$ cat config.mk
export PLATFORM = sky130hd
export DESIGN_NAME = paint_sequencer
export DESIGN_NICKNAME = d
export VERILOG_FILES = /design/src/rtl/paint_pkg.sv /design/src/rtl/cmd_fifo.sv /design/src/rtl/paint_sequencer.sv
export SDC_FILE = /design/constraint.sdc
export NUM_CORES = 1
export LEC_CHECK = 0
export CORE_AREA = 2 2 130 132
export CTS_BUF_LIST = sky130_fd_sc_hd__clkbuf_16
export CTS_CLUSTER_SIZE = 40
export DETAILED_ROUTE_END_ITERATION = 12
export DIE_AREA = 0 0 132 134
export PLACE_DENSITY = 0.76
export SETUP_SLACK_MARGIN = 0.15
export SLEW_MARGIN = 20
export SYNTH_ARGS = -nofsm -noshare
export SYNTH_HDL_FRONTEND = slang
export SYNTH_SLANG_ARGS = --single-unit
export TNS_END_PERCENT = 100
$ cat constraint.sdc
create_clock -name clk -period 4.8 [get_ports clk]
set_input_delay 0.72 -clock clk [delete_from_list [all_inputs] [get_ports clk]]
set_output_delay 0.72 -clock clk [all_outputs]
set_load 0.005 [all_outputs]
$ cat src/rtl/paint_pkg.sv
// Shared types for the paint sequencer.
// Command bundle, opcodes and FSM states.
package paint_pkg;

  localparam int XMAX_DEF = 640;
  localparam int YMAX_DEF = 480;

  typedef enum logic [1:0] {
    OP_POINT  = 2'b00,
    OP_SQUARE = 2'b01,
    OP_CLEAR  = 2'b10,
    OP_RSVD   = 2'b11
  } op_e;

  typedef struct packed {
    op_e        op;
    logic [9:0] x;
    logic [9:0] y;
    logic [2:0] color;
    logic [1:0] size;
  } paint_cmd_t;

  typedef enum logic [2:0] {
    S_IDLE,
    S_LOAD,
    S_POINT,
    S_SQUARE,
    S_CLEAR
  } state_e;

endpackage

$ cat src/rtl/cmd_fifo.sv
// Command queue between decoder and walker.
// Head is read combinationally; pop advances it.
module cmd_fifo
  import paint_pkg::*;
#(
  parameter int DEPTH = 4
) (
  input  logic       clk,
  input  logic       reset_n,
  input  logic       push,
  input  paint_cmd_t din,
  input  logic       pop,
  output paint_cmd_t dout,
  output logic       full,
  output logic       empty
);

  localparam int AW = (DEPTH > 1) ? $clog2(DEPTH) : 1;

  paint_cmd_t    mem [DEPTH];
  logic [AW-1:0] wr_ptr;
  logic [AW-1:0] rd_ptr;
  logic [AW:0]   count;

  assign dout  = mem[rd_ptr];
  assign full  = (count == (AW+1)'(DEPTH));
  assign empty = (count == '0);

  // Storage array, written on accepted push.
  always_ff @(posedge clk) begin
    if (push && !full) mem[wr_ptr] <= din;
  end

  // Pointers and occupancy; push and pop may coincide.
  always_ff @(posedge clk or negedge reset_n) begin
    if (!reset_n) begin
      wr_ptr <= '0;
      rd_ptr <= '0;
      count  <= '0;
    end else begin
      if (push && !full) wr_ptr <= wr_ptr + 1'b1;
      if (pop && !empty) rd_ptr <= rd_ptr + 1'b1;
      unique case ({push && !full, pop && !empty})
        2'b10:   count <= count + 1'b1;
        2'b01:   count <= count - 1'b1;
        default: count <= count;
      endcase
    end
  end

endmodule

$ cat src/rtl/paint_sequencer.sv
// Expands queued draw commands into pixel writes.
// wr_x/wr_y are the walker position registers.
module paint_sequencer
  import paint_pkg::*;
#(
  parameter int XMAX        = XMAX_DEF,
  parameter int YMAX        = YMAX_DEF,
  parameter int FIFO_DEPTH  = 4,
  parameter int WR_IN_BLANK = 0
) (
  input  logic       clk,
  input  logic       reset_n,
  input  logic       cmd_valid,
  output logic       cmd_ready,
  input  logic [1:0] cmd_op,
  input  logic [9:0] cmd_x,
  input  logic [9:0] cmd_y,
  input  logic [2:0] cmd_color,
  input  logic [1:0] cmd_size,
  input  logic       blank,
  output logic       wr_en,
  output logic [9:0] wr_x,
  output logic [9:0] wr_y,
  output logic [2:0] wr_color,
  output logic       busy
);

  localparam logic signed [11:0] XL = 12'(XMAX - 1);
  localparam logic signed [11:0] YL = 12'(YMAX - 1);

  state_e     state, state_n;
  paint_cmd_t in_cmd, head;
  logic       full, empty, pop;
  logic       load, step, active, permit, last;
  logic [9:0] x_lo, x_hi, y_hi;

  logic [1:0]        sz;
  logic signed [11:0] xa, xb, ya, yb;
  logic [9:0]        bx0, bx1, by0, by1;
  logic              box_empty;

  assign in_cmd = '{op: op_e'(cmd_op), x: cmd_x, y: cmd_y,
                    color: cmd_color, size: cmd_size};

  cmd_fifo #(.DEPTH(FIFO_DEPTH)) u_fifo (
    .clk     (clk),
    .reset_n (reset_n),
    .push    (cmd_valid && cmd_ready),
    .din     (in_cmd),
    .pop     (pop),
    .dout    (head),
    .full    (full),
    .empty   (empty)
  );

  assign cmd_ready = !full;
  assign busy      = !empty || (state != S_IDLE);
  assign permit    = (WR_IN_BLANK != 0) ? blank : 1'b1;
  assign active    = (state == S_POINT) || (state == S_SQUARE) ||
                     (state == S_CLEAR);
  assign wr_en     = active && permit;
  assign last      = (wr_x == x_hi) && (wr_y == y_hi);

  // Clipped bounding box of the head command; a point is a 0-size box.
  always_comb begin
    sz = (head.op == OP_SQUARE) ? head.size : 2'd0;
    xa = $signed({2'b00, head.x}) - $signed({10'd0, sz});
    xb = $signed({2'b00, head.x}) + $signed({10'd0, sz});
    ya = $signed({2'b00, head.y}) - $signed({10'd0, sz});
    yb = $signed({2'b00, head.y}) + $signed({10'd0, sz});
    bx0 = (xa < 0) ? 10'd0 : xa[9:0];
    by0 = (ya < 0) ? 10'd0 : ya[9:0];
    bx1 = (xb > XL) ? XL[9:0] : xb[9:0];
    by1 = (yb > YL) ? YL[9:0] : yb[9:0];
    box_empty = (xa > XL) || (ya > YL);
    if (head.op == OP_CLEAR) begin
      bx0 = '0;
      by0 = '0;
      bx1 = XL[9:0];
      by1 = YL[9:0];
      box_empty = 1'b0;
    end
  end

  // State register.
  always_ff @(posedge clk or negedge reset_n) begin
    if (!reset_n) state <= S_IDLE;
    else          state <= state_n;
  end

  // Next state, pop and walker control.
  always_comb begin
    state_n = state;
    pop     = 1'b0;
    load    = 1'b0;
    step    = 1'b0;
    unique case (state)
      S_IDLE: if (!empty) state_n = S_LOAD;
      S_LOAD: begin
        pop  = 1'b1;
        load = 1'b1;
        unique case (head.op)
          OP_POINT:  state_n = box_empty ? S_IDLE : S_POINT;
          OP_SQUARE: state_n = box_empty ? S_IDLE : S_SQUARE;
          OP_CLEAR:  state_n = S_CLEAR;
          default:   state_n = S_IDLE;
        endcase
      end
      S_POINT, S_SQUARE, S_CLEAR: begin
        if (wr_en) begin
          step = 1'b1;
          if (last) state_n = empty ? S_IDLE : S_LOAD;
        end
      end
      default: state_n = S_IDLE;
    endcase
  end

  // Walker: load box corner, then scan row-major.
  always_ff @(posedge clk or negedge reset_n) begin
    if (!reset_n) begin
      wr_x     <= '0;
      wr_y     <= '0;
      wr_color <= '0;
      x_lo     <= '0;
      x_hi     <= '0;
      y_hi     <= '0;
    end else if (load) begin
      wr_x     <= bx0;
      wr_y     <= by0;
      x_lo     <= bx0;
      x_hi     <= bx1;
      y_hi     <= by1;
      wr_color <= head.color;
    end else if (step) begin
      if (wr_x == x_hi) begin
        wr_x <= x_lo;
        wr_y <= wr_y + 10'd1;
      end else begin
        wr_x <= wr_x + 10'd1;
      end
    end
  end

endmodule

Yosys cells after proc, flatten, opt, wreduce, memory -nomap -nowiden

Memories as Yosys holds them, arrays and structs flattened.
Cells that the tools add are included.

Output and inout bits: 26
Logic and storage cells: 91
Input bits: 31
Register bits after elaboration: 63
Memories: 1
RAM bits: 108

Memories:

| memory     | depth | width | rd ports | clocked after memory_dff | wr ports | RTL line       | source |
|---|---|---|---|---|---|---|---|
| u_fifo.mem | 4     | 27    | 1        | 0                        | 1        | cmd_fifo.sv:20 | `paint_cmd_t mem [DEPTH];` |

Mux-type cells: 30
Order comparisons: 6
Reductions and logical operators: 20
Equality and inequality tests: 14
Add/sub/neg operators: 10

Operator list:

| operator              | count |
|---|---|
| $mux 10               | 14 |
| $add 10x2->11         | 2 |
| $gt 11x10->1 const B  | 2 |
| $lt 11x1->1 const B   | 2 |
| $sub 10x2->11         | 2 |
| $add 10x1->10 const B | 2 |
| $eq 10x10->1          | 2 |
| $pmux 3 s3            | 2 |
| $gt 11x11->1 const B  | 1 |
| $gt 11x9->1 const B   | 1 |
| $mux 3                | 3 |
| $mux 1                | 7 |
| $eq 3x2->1 const B    | 2 |
| $eq 3x3->1 const B    | 2 |
| $logic_not 3->1       | 2 |
| $mux 2                | 3 |
| $ne 2x2->1 const B    | 3 |
| $pmux 3 s2            | 1 |
| $reduce_bool 2->1     | 3 |
| $add 2x1->2 const B   | 2 |
| $eq 2x1->1 const B    | 2 |
| $eq 2x2->1 const B    | 2 |
| $logic_and 1x1->1     | 4 |
| $logic_or 1x1->1      | 4 |
| other kinds (9)       | 10 |

Longest topological paths before layout

Gate-level depths: netlist of the first run.
An unclocked memory read counts as a cell.

Word-level depth: 10
Gate-level depth with buffers: 14

Modules after synthesis

A second synthesis of the first run with hierarchy kept.

Cell total of the unflattened synthesis: 641
Area total of the unflattened synthesis: 8274.2 µm²

By module, submodules not included:

| module          | cells each | times used | seq. area each (µm²) | area an instance (µm²) |
|---|---|---|---|---|
| cmd_fifo        | 179        | 1          | 3418.3               | 4320.4 |
| paint_sequencer | 462        | 1          | 1401.3               | 3953.8 |

Worst setup path after synthesis of the first run

Ideal clock, no wire load.

Kind: reg-to-reg
Start: register u_fifo.rd_ptr[1]
End: register state[0]
Required time: 4676 ps
Path slack: 1385 ps
Cell stages (with the launch flop): 13
Data arrival time: 3291 ps
Buffers on the path: 4
Period minus slack after synthesis: 3415 ps
Library setup time: 124 ps
Path through: dfrtp_1 buf_4 buf_2 clkbuf_1 mux4_2 nor2b_1 ha_1 fa_1 clkbuf_1 or4_1 a211o_1 nand4_1 o21ai_1

Word-level cells in the longest chain between the ends: 10
Elaborated cells on any way between the ends: 14
Classes of those cells: 2 x add/sub; 2 x order compare; 2 x eq/ne; 5 x mux; 2 x reduce/logical; 1 x memory

RTL lines:

| item                                         | RTL line                                      | source |
|---|---|---|
| start: declaration                           | cmd_fifo.sv:22                                | `logic [AW-1:0] rd_ptr;` |
| start signal: assignment                     | cmd_fifo.sv:42                                | `if (pop && !empty) rd_ptr <= rd_ptr + 1'b1;` |
| $mem_v2 4x27 (*)                             | n/a                                           |  |
| $eq 2x1->1                                   | paint_sequencer.sv:66, paint_sequencer.sv:102 |  |
| $mux 2                                       | paint_sequencer.sv:66                         | `sz = (head.op == OP_SQUARE) ? head.size : 2'd0;` |
| $sub 10x2->11, on equally long branches      | paint_sequencer.sv:67, paint_sequencer.sv:69  |  |
| $gt 11x11->1 or $gt 11x10->1 (tied branches) | paint_sequencer.sv:75                         | `box_empty = (xa > XL) \|\| (ya > YL);` |
| $logic_or 1x1->1                             | paint_sequencer.sv:75                         |  |
| $mux 1                                       | paint_sequencer.sv:76                         | `if (head.op == OP_CLEAR) begin` |
| $mux 2                                       | paint_sequencer.sv:104                        | `OP_SQUARE: state_n = box_empty ? S_IDLE : S_SQUARE;` |
| $pmux 3 s3 (*)                               | paint_sequencer.sv:102                        | `unique case (head.op)` |
| $pmux 3 s3 (*)                               | paint_sequencer.sv:97                         | `unique case (state)` |
| end signal: assignment                       | paint_sequencer.sv:88                         | `else state <= state_n;` |
| end: declaration                             | paint_sequencer.sv:31                         | `state_e state, state_n;` |

Mark *: on every way between the ends. The rest lies on a longest branch, timed or not.
A chain may end at the register's enable or synchronous reset.

Final worst setup path of the first run

Start: register u_fifo.rd_ptr[0]
End: register wr_y[3]

Word-level cells in the longest chain between the ends: 8
Elaborated cells on any way between the ends: 9
Classes of those cells: 1 x add/sub; 1 x order compare; 2 x eq/ne; 4 x mux; 1 x memory

RTL lines:

| item                   | RTL line               | source |
|---|---|---|
| $mem_v2 4x27 (*)       | n/a                    |  |
| $eq 2x1->1             | paint_sequencer.sv:66  |  |
| $mux 2                 | paint_sequencer.sv:66  |  |
| $sub 10x2->11          | paint_sequencer.sv:69  | `ya = $signed({2'b00, head.y}) - $signed({10'd0, sz});` |
| $lt 11x1->1            | paint_sequencer.sv:72  | `by0 = (ya < 0) ? 10'd0 : ya[9:0];` |
| $mux 10                | paint_sequencer.sv:72  |  |
| $mux 10 (*)            | paint_sequencer.sv:76  |  |
| $mux 10 (*)            | paint_sequencer.sv:128 | `end else if (load) begin` |
| end signal: assignment | paint_sequencer.sv:130 | `wr_y <= by0;` |
| end signal: assignment | paint_sequencer.sv:138 | `wr_y <= wr_y + 10'd1;` |
| end: declaration       | paint_sequencer.sv:23  | `output logic [9:0] wr_y,` |

Marks and branches as above.

==> results of run 1 <==
[worst max-delay path, cell delays in order (launching register included)]
cell	delay (ns)
dfrtp_2	0.67
mux4_2	0.59
nand2b_1	0.23
a211o_1	0.38
inv_1	0.25
fa_1	0.34
nand3_1	0.11
o22ai_1	0.56
a31oi_2	0.34
nand2_1	0.15
o21ai_1	0.08
o21a_1	0.12
[flip-flops by register name, summed over array words and instances (netlist names)]
register / count
wr_y: 10
x_lo: 10
y_hi: 10
u_fifo.rd_ptr: 2
state: 3
wr_x: 10
x_hi: 10
u_fifo.count: 3
u_fifo.wr_ptr: 2
u_fifo.mem: 108
wr_color: 3
[final timing paths]
check,from,depth (start not counted),end
worst min register to register,x_lo[7]$_DFFE_PN0P_,2,x_lo[7]$_DFFE_PN0P_
worst min-delay path,reset_n,1,x_lo[9]$_DFFE_PN0P_
max in group asynchronous,reset_n,2,u_fifo.rd_ptr[0]$_DFFE_PN0P_
worst max-delay path,u_fifo.rd_ptr[0]$_DFFE_PN0P_,11,wr_y[3]$_DFFE_PN0P_
worst max register to register,u_fifo.rd_ptr[0]$_DFFE_PN0P_,11,wr_y[3]$_DFFE_PN0P_
min in group clk,x_lo[7]$_DFFE_PN0P_,2,x_lo[7]$_DFFE_PN0P_
[power breakdown]
part	internal, mW	total, mW	switching, mW
combinational	1.30	3.04	1.75
sequential	2.01	2.33	0.327
clock	0.765	1.33	0.569
total	4.07	6.71	2.65
[cell type report]
class,count,area [sq um]
clock buffer,17,425
clock inverter,15,148
fill,1267,6520
inverter,22,82.6
multi-input combinational,436,3400
sequential,171,4820
tap,220,275
timing repair buffer,65,621
[cells by family after synthesis]
group | Yosys count
xor+xnor | 56
buf+inv | 44
simple gates | 196
compound gates | 118
flops | 171
mux | 46
fa+ha+maj | 20
[routing by layer]
| metal | up-vias | track usage |
|---|---|---|
| met3 | 17 | 0.0484 |
| met5 | - | 0 |
| met1 | 2648 | 0.299 |
| met4 | 0 | 0.0664 |
| li1 | 2555 | - |
| met2 | 190 | 0.342 |
[Yosys cell counts, types with 5 or more instances]
cell type	count	share of area
mux4_2	25	0.067
nand2b_1	5	0.0037
o21a_1	6	0.0054
and3_1	11	0.0082
dfrtp_1	63	0.19
nor4_1	5	0.0037
o21ai_0	21	0.012
clkbuf_1	13	0.0058
nand3_1	18	0.011
nor2b_1	9	0.0067
nor3_1	9	0.0054
inv_1	22	0.0098
mux2i_1	17	0.020
fa_1	5	0.012
nand4_1	9	0.0067
or3_1	5	0.0037
nor2_1	52	0.023
ha_1	15	0.022
a31oi_1	7	0.0052
o22a_1	9	0.0094
edfxtp_1	108	0.39
xor2_1	33	0.034
nand2_1	48	0.021
a21oi_1	33	0.020
xnor2_1	23	0.024
a21o_1	9	0.0080
[per-stage QoR]
| step | power, mW | std cells |
|---|---|---|
| 2_1_floorplan | 4.48 | 651 |
| 3_3_place_gp | 5.27 | 914 |
| 3_5_place_dp | 5.39 | 914 |
| 4_1_cts | 6.76 | 946 |
| 5_1_grt | 7.17 | 946 |
| 6_report | 6.71 | 946 |
[placed cells by master (no fill, tap or decap), types with 9 or more instances in the layout]
cell type	instances
a21o_1	9
a21oi_1	33
and3_1	11
buf_4	10
clkbuf_16	17
clkdlybuf4s50_1	54
dfrtp_1	62
edfxtp_1	108
ha_1	15
inv_1	23
mux2i_1	17
mux4_2	25
nand2_1	48
nand3_1	18
nand4_1	9
nor2_1	52
nor2b_1	9
o21ai_0	21
o22a_1	9
xnor2_1	23
xor2_1	33
==> impl_metrics.toml, run 1 <==
[run]
maxCapViolations = 0

[setup_path]
crit_fanout = 15
rrSetupSlack_ns = 0.85
cp.required_ns = 5.12
worstPathArrival_ns = 4.27
cp-end-kind = "register"
startpoint_type = "register"
critical_path_class = "reg2reg"

[synthesis]
netlist_area_sq_mm = 0.00841
yosys.area_share.adder = 0.0342
synth_cells = 651
yosysUniqueCellTypes = 72
synth_area_per_cell_sq_um = 12.9
synth_edf_count = 108
ys_warn_count = 0
synth_nets = 702
yosys.area_share.simple = 0.121
async_flop_share = 0.368
synth_seq_cells = 171
muxShareOfSynthArea = 0.0925
synth_top_family_by_area = "simple AND/OR/NAND/NOR gates"
seq_area_frac_synth = 0.573
synth_flop_cell = "edfxtp_1"
synth_xor_area_frac = 0.0583
synth_compound_area_frac = 0.0978

[timing]
setup_tns_ns = 0
tightest_slew_ns = 1.02
clock.fmax_ghz = 0.253
hold_viol = 0
min_period_ns = 3.95
drv_slew = 0
finalCritPeriodShare = 0.823
setup_viol = 0
fin_ws_ns = 0.851
fin_skew_ns = 0.00832
rsz0062_at_grt = "false"
whs_ns = 0.367
relSlewSlack = 0.313

[placed_design]
dpl_cell_area_sq_mm = 0.00920
io_buffers = 55
dp_hpwl_mm = 12.3
place.gp.congestion = 0.873
dp_slack_ns = 0.833

[layout]
drive_above_1_share = 0.128
final_nets = 764
final_util = 0.600
antenna_cells = 0
stdcell_area_sq_mm = 0.00977
syn_to_final_growth_pct = 16.1

[route]
vias_per_cell = 5.72
met3_length_microns = 950
first_pass_iters = 5
met2_length_mm = 8.56
first_iter_violations = 342
wirelength_mm = 17.8
wl_met1_mm = 8.07
ant_nets = 0
wl_per_cell_microns = 18.8
drc_errors = 0
top_layer_used = "met4"
num_vias = 5410

[cts]
path_clk_slew_ns = 0.07
cts.sinks = 171
clk_path_buf_depth = 2
cts_tree = "yes"
clkLatencyLatePin_ns = 0.43
numCtsBuffers = 17
cts_resized = 0
cts_max_level = 4
clock-root-buffer = "clkbuf_16"
ctsHoldBuffers = 0
cts_setup_buffers = 0

[global_routing]
overflow = 0
first_global_vias = 5486
track_usage = 0.215
grt_max_degree = 36
grt_pass1_wl_mm = 29.3
grt_antenna_before_repair = 0

[die]
core_area_sq_mm = 0.0163
io_pins = 57
die_w_microns = 132
rows = 47
start_util = 0.517
die_h_microns = 134
die_area_sq_mm = 0.0177

[outcome]
status = "finished, final reports clean"

[pwr]
irDropWorstVdd_mv = 0.406
p_per_area_mw_per_mm2 = 687
p_leak_nw = 3.64

[worst_hold_path]
holdCritPathClass = "in2async"
No activity file was read; power rests on OpenSTA's default activity.
==> inputs of run 2 (changes only) <==
==> constraint.sdc (replaced) <==
create_clock -name clk -period 3.8 [get_ports clk]
set_input_delay 0.57 -clock clk [delete_from_list [all_inputs] [get_ports clk]]
set_output_delay 0.57 -clock clk [all_outputs]
set_load 0.005 [all_outputs]
==> run 2 against run 1 <==
  * Total power increased by 26%
  * Die area unchanged
  * Combinational power is 29% higher
  * Sequential cell count is the same
  * Highest routed layer unchanged
==> impl_metrics.toml, run 2 (synthesis gave the netlist of run 1 again) <==
[placed_design]
placed_cells = 917
place.gp.congestion = 0.913
dp_hpwl_mm = 12.3
io_buffers = 55

[setup_path]
r2r_start = "u_fifo.rd_ptr[0]$_DFFE_PN0P_"
cp.required_ns = 4.12
path_cells = "mux4_2, nand2b_1, a211o_1, ha_1, nor2b_1, nor3_2, nand2_1, or3_1, a22o_1, nand4_1, o21ai_1"
worstSetupStartpoint = "u_fifo.rd_ptr[0]$_DFFE_PN0P_"
crit_family = "simple AND/OR/NAND/NOR gates"
critPathBufInv = 0
worstPathArrival_ns = 3.75
slowest_delay_ns = 0.52
critical_path_class = "reg2reg"
cp_slowest_cell = "mux4_2"
startpoint_type = "register"
cp-end-kind = "register"
crit_fanout = 5

[layout]
antenna_cells = 0
syn_to_final_growth_pct = 16.3
final_util = 0.601
largest_reg_flops = 108
final_nets = 767
drive_above_1_share = 0.139
finalNonFillerCells = 949
final_common_cell = "edfxtp_1"
top_register = "u_fifo.mem"
final_cell_mix = "edfxtp_1, dfrtp_1, clkdlybuf4s50_1, nor2_1, nand2_1"

[die]
die_w_microns = 132
core_area_sq_mm = 0.0163
io_pins = 57
start_util = 0.517
rows = 47
die_area_sq_mm = 0.0177
die_h_microns = 134

[timing]
setup_tns_ns = 0
whs_ns = 0.252
hold_viol = 0
rsz0062_at_grt = "false"
finalCritPeriodShare = 0.903
fin_skew_ns = 0.00766
relSlewSlack = 0.331
setup_viol = 0
tightest_slew_ns = 0.996
min_period_ns = 3.43
drv_slew = 0
clock.fmax_ghz = 0.291

[cts]
clock-root-buffer = "clkbuf_16"
path_clk_slew_ns = 0.07
numCtsBuffers = 17
clkLatencyLatePin_ns = 0.43
cts_tree = "yes"
clk_path_buf_depth = 2
cts_max_level = 4
cts.sinks = 171

[global_routing]
grt_pass1_wl_mm = 29.4
grt_max_degree = 41
track_usage = 0.217
overflow = 0
grt_antenna_before_repair = 0
first_global_vias = 5562

[route]
drc_errors = 0
wl_per_cell_microns = 19.4
vias_per_cell = 5.86
num_vias = 5565
first_pass_iters = 5
ant_nets = 0
first_iter_violations = 428
wirelength_mm = 18.4

[pwr]
irDropWorstVdd_mv = 0.469
p_leak_nw = 3.64
p_per_area_mw_per_mm2 = 864

[worst_hold_path]
holdCritPathClass = "in2async"

[outcome]
status = "finished, final reports clean"

[run]
maxCapViolations = 0
run 2: cell type report:
class,instances,area (sq um)
sequential,171,4820
tap,220,275
timing repair buffer,68,643
inverter,22,82.6
clock inverter,15,114
fill,1283,6510
clock buffer,17,425
multi-input combinational,436,3420
run 2: stage by stage:
step	power (mW)	worst slack (ns)	cell area, sq um
after global routing	9.01	0.152	9780
final	8.45	0.367	9780
after global placement	6.66	0.339	9220
after CTS	8.48	0.242	9760
after detailed placement	6.83	0.251	9220
after floorplan	5.66	0.385	8410
run 2: report_power, final:
group          total (mW)  internal [mW]  switching [mW]
clock                1.61          0.846           0.761
combinational        3.93           1.65            2.28
sequential           2.92           2.53           0.386
total                8.45           5.03            3.43
run 2: what timing repair did:
item,in CTS,in global routing
hold endpoints to repair,0,0
setup buffers,0,0
resized for setup,0,3
setup endpoints to repair,0,16
hold buffers,0,0
run 2: worst paths after layout:
check	endpoint	slack (ns)	cells past startpoint
setup / recovery	state[0]$_DFFE_PN0P_	0.37	11
hold / removal	wr_x[9]$_DFFE_PN0P_	0.25	1
setup reg to reg	state[0]$_DFFE_PN0P_	0.37	11
min in group clk	x_lo[2]$_DFFE_PN0P_	0.48	1
max in group asynchronous	u_fifo.rd_ptr[0]$_DFFE_PN0P_	2.63	2
hold reg to reg	x_lo[2]$_DFFE_PN0P_	0.48	1
run 2: metal layers:
layer | up-vias | GRT usage | part of all wire
li1 | 2555 | - | -
met3 | 30 | 0.0450 | 0.045
met2 | 167 | 0.351 | 0.48
met1 | 2813 | 0.294 | 0.45
met4 | 0 | 0.0761 | 0.018
met5 | - | 0 | 0
